===== src/rtl/alarm_time_source_pkg.sv =====
// Shared definitions for the alarm time source: FSM encoding, calendar
// limits and small range/day helpers used by the counter and the top.
package alarm_time_source_pkg;

  typedef enum logic [1:0] {
    ST_IDLE     = 2'd0,
    ST_RINGING  = 2'd1,
    ST_SNOOZING = 2'd2
  } state_t;

  localparam int HOURS    = 24;
  localparam int MINS     = 60;
  localparam int SECS     = 60;
  localparam int DAYS     = 7;
  localparam int SUNDAY   = 0;
  localparam int SATURDAY = 6;

  // Monday..Friday
  function automatic logic is_weekday(input logic [2:0] d);
    return (d != 3'(SUNDAY)) && (d != 3'(SATURDAY)) && (d < 3'(DAYS));
  endfunction

  // Hour and minute both inside their calendar range
  function automatic logic hm_valid(input logic [4:0] h, input logic [5:0] m);
    return (h < 5'(HOURS)) && (m < 6'(MINS));
  endfunction

endpackage


===== src/rtl/alarm_time_source_tod.sv =====
// Time-of-day / day-of-week counter chain. Exposes the next-state time and
// a minute-rollover strobe so the alarm compare sees the values that will
// appear on the outputs after this edge.
module tod_counter
  import alarm_time_source_pkg::*;
(
  input  logic       clk,
  input  logic       reset,
  input  logic       sec_tick,
  input  logic       time_load,
  input  logic [4:0] load_hour,
  input  logic [5:0] load_min,
  input  logic [2:0] load_day,
  output logic [4:0] hour,
  output logic [5:0] minute,
  output logic [5:0] second,
  output logic [2:0] day,
  output logic       weekday_out,
  output logic       load_ok,
  output logic       min_roll,
  output logic [4:0] hour_next,
  output logic [5:0] minute_next,
  output logic [2:0] day_next
);

  logic [5:0] second_next;
  logic       sec_wrap;
  logic       min_wrap;
  logic       hour_wrap;
  logic       day_wrap;

  // Load acceptance and carry detection
  always_comb begin
    load_ok   = time_load && hm_valid(load_hour, load_min) && (load_day < 3'(DAYS));
    sec_wrap  = (second == 6'(SECS - 1));
    min_wrap  = (minute == 6'(MINS - 1));
    hour_wrap = (hour == 5'(HOURS - 1));
    day_wrap  = (day == 3'(SATURDAY));
    min_roll  = !load_ok && sec_tick && sec_wrap;
  end

  // Next time value: a valid load wins over a coincident tick
  always_comb begin
    second_next = second;
    minute_next = minute;
    hour_next   = hour;
    day_next    = day;
    if (load_ok) begin
      second_next = '0;
      minute_next = load_min;
      hour_next   = load_hour;
      day_next    = load_day;
    end else if (sec_tick) begin
      second_next = sec_wrap ? 6'd0 : second + 6'd1;
      if (sec_wrap) begin
        minute_next = min_wrap ? 6'd0 : minute + 6'd1;
        if (min_wrap) begin
          hour_next = hour_wrap ? 5'd0 : hour + 5'd1;
          if (hour_wrap) begin
            day_next = day_wrap ? 3'd0 : day + 3'd1;
          end
        end
      end
    end
  end

  // Time registers; weekday flag is derived from the next day so it moves with day
  always_ff @(posedge clk) begin
    if (reset) begin
      second      <= '0;
      minute      <= '0;
      hour        <= '0;
      day         <= '0;
      weekday_out <= 1'b0;
    end else begin
      second      <= second_next;
      minute      <= minute_next;
      hour        <= hour_next;
      day         <= day_next;
      weekday_out <= is_weekday(day_next);
    end
  end

endmodule


===== src/rtl/alarm_time_source.sv =====
// Time keeper with a programmable alarm and ring/snooze state machine.
// Feeds alarm_out and weekday_out to the wake-state FSM downstream.
module alarm_time_source
  import alarm_time_source_pkg::*;
#(
  parameter int RING_SECS   = 30,
  parameter int SNOOZE_MINS = 9,
  parameter int MAX_SNOOZES = 3,
  parameter int WEEKEND_EN  = 0
) (
  input  logic       clk,
  input  logic       reset,
  input  logic       sec_tick,
  input  logic       time_load,
  input  logic [4:0] load_hour,
  input  logic [5:0] load_min,
  input  logic [2:0] load_day,
  input  logic       alarm_load,
  input  logic       alarm_arm,
  input  logic       snooze,
  input  logic       dismiss,
  output logic       alarm_out,
  output logic       weekday_out,
  output logic [4:0] hour,
  output logic [5:0] minute,
  output logic [5:0] second,
  output logic [2:0] day,
  output logic       snoozing
);

  logic       load_ok;
  logic       min_roll;
  logic [4:0] hour_next;
  logic [5:0] minute_next;
  logic [2:0] day_next;

  logic [4:0] alarm_hour_reg;
  logic [5:0] alarm_min_reg;
  state_t     state_reg;
  logic [7:0] ring_timer_reg;
  logic [5:0] snooze_timer_reg;
  logic [7:0] snooze_count_reg;
  logic       match;

  tod_counter u_tod (
    .clk         (clk),
    .reset       (reset),
    .sec_tick    (sec_tick),
    .time_load   (time_load),
    .load_hour   (load_hour),
    .load_min    (load_min),
    .load_day    (load_day),
    .hour        (hour),
    .minute      (minute),
    .second      (second),
    .day         (day),
    .weekday_out (weekday_out),
    .load_ok     (load_ok),
    .min_roll    (min_roll),
    .hour_next   (hour_next),
    .minute_next (minute_next),
    .day_next    (day_next)
  );

  // Alarm fires only on a tick that lands on hh:mm:00; loads never match
  always_comb begin
    match = min_roll && alarm_arm
         && (hour_next == alarm_hour_reg) && (minute_next == alarm_min_reg)
         && (is_weekday(day_next) || (WEEKEND_EN != 0));
  end

  // Alarm time register, out-of-range requests are dropped
  always_ff @(posedge clk) begin
    if (reset) begin
      alarm_hour_reg <= '0;
      alarm_min_reg  <= '0;
    end else if (alarm_load && hm_valid(load_hour, load_min)) begin
      alarm_hour_reg <= load_hour;
      alarm_min_reg  <= load_min;
    end
  end

  // Ring/snooze FSM; outputs are updated together with the state
  always_ff @(posedge clk) begin
    if (reset) begin
      state_reg        <= ST_IDLE;
      ring_timer_reg   <= '0;
      snooze_timer_reg <= '0;
      snooze_count_reg <= '0;
      alarm_out        <= 1'b0;
      snoozing         <= 1'b0;
    end else if (load_ok) begin
      state_reg        <= ST_IDLE;
      snooze_count_reg <= '0;
      alarm_out        <= 1'b0;
      snoozing         <= 1'b0;
    end else begin
      unique case (state_reg)
        ST_IDLE: begin
          if (match) begin
            state_reg        <= ST_RINGING;
            ring_timer_reg   <= '0;
            snooze_count_reg <= '0;
            alarm_out        <= 1'b1;
            snoozing         <= 1'b0;
          end
        end
        ST_RINGING: begin
          if (dismiss) begin
            state_reg <= ST_IDLE;
            alarm_out <= 1'b0;
            snoozing  <= 1'b0;
          end else if (snooze) begin
            if (snooze_count_reg < 8'(MAX_SNOOZES)) begin
              state_reg        <= ST_SNOOZING;
              snooze_count_reg <= snooze_count_reg + 8'd1;
              snooze_timer_reg <= '0;
              alarm_out        <= 1'b0;
              snoozing         <= 1'b1;
            end else begin
              state_reg <= ST_IDLE;
              alarm_out <= 1'b0;
              snoozing  <= 1'b0;
            end
          end else if (sec_tick) begin
            if (ring_timer_reg == 8'(RING_SECS - 1)) begin
              state_reg <= ST_IDLE;
              alarm_out <= 1'b0;
              snoozing  <= 1'b0;
            end else begin
              ring_timer_reg <= ring_timer_reg + 8'd1;
            end
          end
        end
        ST_SNOOZING: begin
          if (dismiss) begin
            state_reg <= ST_IDLE;
            alarm_out <= 1'b0;
            snoozing  <= 1'b0;
          end else if (min_roll) begin
            if (snooze_timer_reg == 6'(SNOOZE_MINS - 1)) begin
              state_reg      <= ST_RINGING;
              ring_timer_reg <= '0;
              alarm_out      <= 1'b1;
              snoozing       <= 1'b0;
            end else begin
              snooze_timer_reg <= snooze_timer_reg + 6'd1;
            end
          end
        end
        default: begin
          state_reg <= ST_IDLE;
          alarm_out <= 1'b0;
          snoozing  <= 1'b0;
        end
      endcase
    end
  end

endmodule


===== config.mk =====
export PLATFORM = sky130hd
export DESIGN_NAME = alarm_time_source
export DESIGN_NICKNAME = d
export VERILOG_FILES = /design/src/rtl/alarm_time_source_pkg.sv /design/src/rtl/alarm_time_source_tod.sv /design/src/rtl/alarm_time_source.sv
export SDC_FILE = /design/constraint.sdc
export NUM_CORES = 1
export LEC_CHECK = 0
export ABC_AREA = 1
export ABC_CLOCK_PERIOD_IN_PS = 2150
export BUFFER_PORTS_ARGS = -buffer_cell sky130_fd_sc_hd__buf_2
export CAP_MARGIN = 40
export CORE_MARGIN = 10
export CORE_UTILIZATION = 45
export DETAILED_ROUTE_END_ITERATION = 6
export GPL_ROUTABILITY_DRIVEN = 0
export PLACE_DENSITY = 0.7
export SYNTH_ARGS = -nofsm -noshare
export SYNTH_HDL_FRONTEND = slang
export SYNTH_SLANG_ARGS = --single-unit

===== constraint.sdc =====
create_clock -name clk -period 2.15 [get_ports clk]
set_input_delay 0.3225 -clock clk [delete_from_list [all_inputs] [get_ports clk]]
set_output_delay 0.3225 -clock clk [all_outputs]
set_load 0.05 [all_outputs]

* Word-level counts from Yosys, hierarchy flattened
Cells that the tools add are included.
** Cells by class
- Reduce and logical (&&, ||, !) cells :: 23
- Equal/unequal tests :: 26
- Order comparisons :: 5
- Add/sub/neg operators :: 7
- Bitwise gates (word level) :: 1
- Mux-type cells :: 63
** Operators with widths (number)
- 8-bit two-way mux :: 11
- 6-bit two-way mux :: 11
- 5-bit two-way mux :: 5
- 8-bit case mux with 3 select lines :: 1
- 2-bit != test (second input constant) :: 11
- 6-bit by 1-bit adder with 6-bit output (second input constant) :: 3
- 2-bit two-way mux :: 9
- 3-bit two-way mux :: 6
- 8-bit by 1-bit adder with 8-bit output (second input constant) :: 2
- 8-bit case mux with 2 select lines :: 1
- 1-bit two-way mux :: 15
- 6-bit equality test (second input constant) :: 2
- 1-bit logical AND :: 12
- 6-bit case mux with 2 select lines :: 1
- 10-bit AND reduction :: 1
- 5-bit AND reduction :: 2
- 3-bit != test (second input constant) :: 3
- 8-bit by 5-bit equality test with 1-bit output (second input constant) :: 1
- 8-bit by 2-bit less-than comparator with 1-bit output (second input constant) :: 1
- 4-bit != test (second input constant) :: 2
- 8-bit AND reduction :: 1
- 6-bit by 4-bit equality test with 1-bit output (second input constant) :: 1
- 6-bit equality test :: 1
- 3-bit less-than comparator (second input constant) :: 2
- other kinds (17) :: 20
** Storage, ports and cells
- Flip-flop bits (word level) :: 58

* Longest topological paths before layout
- Depth in word-level cells :: 13
- Depth in mapped cells :: 20

* Cells and area by module
From an unflattened synthesis, not the netlist that was laid out.
** Second synthesis, totals
- Cells, all modules :: 523
- Area, all modules :: 3387.0 µm²
** By module, submodules not included
- alarm_time_source :: area each 2098.3 µm², times used 1, cells an instance 332, sequential area each 740.7 µm²
- tod_counter :: area each 1288.7 µm², times used 1, cells an instance 191, sequential area each 420.4 µm²

* Least setup slack after synthesis
No wires, ideal clock.
- Path kind :: register to register
- Start point :: register u_tod.second[1]
- End point :: register snooze_count_reg[0]
- Arrival time :: 2.468 ns
- Setup time :: 0.113 ns
- Required time :: 2.037 ns
- Slack :: -0.431 ns
- Cell stages (with the launch flop) :: 21
- Period minus slack after synthesis :: 2.581 ns
- Path through :: dfxtp_1 ha_1 nand2_1 inv_2 nand2_2 nor2_4 buf_6 nand2_1 nand3_1 nand2_1 nand2_1 nand3_1 nor2_1 nand2_1 nor2_1 nand3_2 nand2_4 buf_6 nand3_1 nand2_1 nor2_1
** Between the ends
- Longest elaborated chain between the ends :: 10
- Elaborated cells between the ends (all ways) :: 24
- Classes of those cells :: order compare: 1; eq/ne: 5; mux: 9; reduce/logical: 9
** RTL lines
- from (decl) :: line alarm_time_source_tod.sv:16 : output logic [5:0] second,
- from (signal assigned) :: line alarm_time_source_tod.sv:76 : second <= second_next;
- 6-bit equality test * :: line alarm_time_source_tod.sv:35 : sec_wrap = (second == 6'(SECS - 1));
- parallel branches: the longest is 6 deep, another holds 3-bit less-than comparator
- 1-bit logical AND * :: line alarm_time_source.sv:69 : && (is_weekday(day_next) || (WEEKEND_EN != 0));
- 2-bit != test (no line) *
- 5-bit AND reduction (no line) *
- to (signal assigned) :: line alarm_time_source.sv:116 : snooze_count_reg <= snooze_count_reg + 8'd1;
- to (decl) :: line alarm_time_source.sv:42 : logic [7:0] snooze_count_reg;
Every way passes the cells marked *.
A chain may end at the register's enable or synchronous reset.

* Worst setup path after layout
- Start point :: register u_tod.second[0]
- End point :: register ring_timer_reg[7]
** Between the ends
- Longest elaborated chain between the ends :: 10
- Elaborated cells between the ends (all ways) :: 25
- Classes of those cells :: order compare: 1; eq/ne: 6; mux: 9; reduce/logical: 9
** RTL lines
- 6-bit equality test * :: line alarm_time_source_tod.sv:35
- parallel branches: the longest is 8 deep, another holds 3-bit less-than comparator
- 10-bit AND reduction (no line) *
- to (signal assigned) :: line alarm_time_source.sv:131 : ring_timer_reg <= ring_timer_reg + 8'd1;
- to (decl) :: line alarm_time_source.sv:40 : logic [7:0] ring_timer_reg;
Marked as above.

==> results.cfg <==
[floorplanning]
start_util_pct = 45.9
dieArea_um2 = 11100
die_y_um = 106
io_pins = 45
coreArea_um2 = 7180
chipWidth_um = 106
fp-row-count = 31

[layout]
fin_nets = 664
finish.instance_area_um2 = 4770
syn_to_final_growth_pct = 44.8
antennaDiodeCount = 0
drive_above_1_share_pct = 35.4

[yosys]
synth_cell_types = 38
synth_nets = 534
synth_common_cells = 120 x nand2_1, 58 x dfxtp_1, 58 x inv_1
synth_ff_type = dfxtp_1
synth_edf_count = 0
synth.most_common_cell = nand2_1
yosys.area.top_type = dfxtp_1
synth_top_area_share_pct = 35.2
syn_inst = 504
ys_seq_area_share_pct = 35.2
ys_seq_elements = 58
syn_area_per_cell_um2 = 6.54
syn_area_um2 = 3290
synthTopCellsByArea = dfxtp_1 35%, nand2_1 14%, nand3_1 7.6%
async_flop_share_pct = 0
yosysWarnings = 0

[worst_setup_path]
critPathLaunchType = register
worstPathCellList = ha_4, nand2_4, inv_2, nand2_2, nor2_4, buf_4, buf_6, nand2_2, nand3_4, nand2_2, nand2_1, nand3_1, nor2_1, nand2_1, nor2_4, nand3_4, nand2_8, buf_6, nand3_2, a21oi_1
crit_required_ns = 2.42
max_stage_delay_ns = 0.37
cp_common_cell = nand2_2
path_delay_family = simple AND/OR/NAND/NOR gates
end_kind = register
crit_arrival_ns = 2.73
crit_type = register to register
critPathMaxFanout = 6
critPathBufInv = 4
cp_slowest_cell = dfxtp_4

[clock_tree]
clock_path_buffers = 2
cts_buffers = 9
cts_num_sinks = 58
htree_levels = 3
clock-root-buffer = clkbuf_8
clkTransAtPathRegs_ns = 0.08
cts_tree = done
clkLatencyLatePin_ns = 0.35

[status]
outcome = complete, but fails checks
violations = setup timing

[route]
drt-initial-drc-count = 228
drt_pass1_iterations = 5
wirelength_mm = 9.95
wl_per_cell_um = 13.5
vias = 3736
drcViolationCount = 0
vias_per_cell = 5.06
ant_nets = 0

[timing]
max_freq_mhz = 408
fin_crit_ns = 2.45
setup_viol = 19
rsz0062_at_grt = yes
finClkSkew_ns = 0.0107
drv_slew = 0
finalWorstSetupSlack_ns = -0.302
worst-slew-pin-transition_ns = 0.656
finalHoldViolations = 0
timing.slew.headroom_pct = 56.1
fin_crit_sh_pct = 114

[run]
cap_viol_max_count = 0

[global_routing]
grt_pass1_vias = 3556
grt_first_pass_wirelength_mm = 16.2
grt_antenna_before_repair = 0
grt_overflow = 0
grt_usage_pct = 17.3
grt_max_degree = 23

[power_and_ir_drop]
ir_worst_vdd_mv = 0.406
p_leak_nw = 2.18
p_sw_mw = 0.837
power_mw = 2.69
switching_share_pct = 31.2
cell_internal_pwr_mw = 1.85
pwr-share-comb_pct = 19.0
p_per_area_nw_per_um2 = 563
clkPwrFrac_pct = 38.8
seqPwrFrac_pct = 42.2

[worst_hold_path]
hold_class = primary input to register

[place]
hpwl_mm = 7.27
place_area_um2 = 4210
io_buffers = 44
[worst min-delay path, cell delays in order]
cell	delay [ns]
buf_2	0.08
o21ai_0	0.08
a21oi_1	0.11
[per-layer routing]
layer,part of all wire (%),GRT usage [%]
met1,43,21.2
met2,50,29.8
met3,5.3,3.96
met4,1.3,4.74
met5,0,0
[power groups by stage]
stage	logic, mW	registers, mW	clock network (mW)
final	0.509	1.14	1.04
after detailed placement	0.474	1.16	0
after CTS	0.485	1.13	1.06
after floorplan	0.192	1.24	0
after global routing	0.557	1.14	1.11
after global placement	0.468	1.16	0
[stage by stage]
step	setup WS, ns	cells	utilization (%)	setup TNS, ns	hold slack (ns)
after CTS	-0.139	731	63.3	-2.01	0.279
after floorplan	-0.0584	504	-	-0.313	0.417
after global routing	-0.428	738	66.5	-7.36	0.290
after global placement	-0.199	707	58.6	-3.22	0.425
after detailed placement	-0.254	707	58.6	-4.38	0.431
final	-0.302	738	66.5	-4.73	0.283
[final cells by class]
| class | instances | area, um^2 |
|---|---|---|
| tap | 99 | 124 |
| inverter | 64 | 243 |
| clock buffer | 9 | 124 |
| timing repair buffer | 132 | 940 |
| sequential | 58 | 1190 |
| fill | 610 | 2400 |
| multi-input combinational | 369 | 2070 |
| clock inverter | 7 | 77.6 |
[worst paths after layout]
kind / from / to / slack (ns) / depth (start not counted)
setup reg to reg: u_tod.second[0] / ring_timer_reg[7] / -0.30 / 20
hold / removal: load_hour[0] / alarm_hour_reg[0] / 0.28 / 3
hold reg to reg: snooze_count_reg[4] / snooze_count_reg[4] / 0.44 / 2
setup / recovery: u_tod.second[0] / ring_timer_reg[7] / -0.30 / 20
[repair_timing]
item / 4_1_cts / 5_1_grt
resized for setup: 21 / 40
hold buffers: 0 / 0
endpoints found under the setup margin: 21 / 25
pin swaps: 3 / 28
cloned: 1 / 0
setup buffers: 8 / 7
[cell families after synthesis]
group                    share of synthesized area (%)
AND/OR/NAND/NOR                                   38.4
adder cells (fa/ha/maj)                           3.04
flip-flops                                        35.2
XOR/XNOR                                          1.60
buffers and inverters                             9.57
AO/OA/AOI/OAI                                     12.2
[layout by cell type, fill, tap and decap left out, types with 3 or more instances in the layout]
cell / synthesis / final
buf_2: 3 / 44
o21ai_1: 4 / 4
or2_2: 5 / 5
nand3_4: 0 / 5
nand3_1: 50 / 41
o21ai_0: 21 / 19
nor3b_1: 5 / 5
buf_4: 1 / 77
inv_2: 4 / 3
nand2_4: 1 / 4
nor2_1: 56 / 52
nor2_2: 2 / 4
buf_6: 2 / 9
dfxtp_2: 0 / 9
nand2_1: 120 / 105
nor3_1: 12 / 10
nand2_2: 4 / 15
ha_1: 8 / 7
nand3_2: 4 / 8
a21oi_2: 0 / 5
dfxtp_1: 58 / 43
dfxtp_4: 0 / 6
nand4_1: 9 / 9
xor2_1: 5 / 5
nor2_4: 2 / 4
inv_1: 58 / 58
a21oi_1: 43 / 38
clkbuf_8: 0 / 9
(Power assumes the default switching activity.)
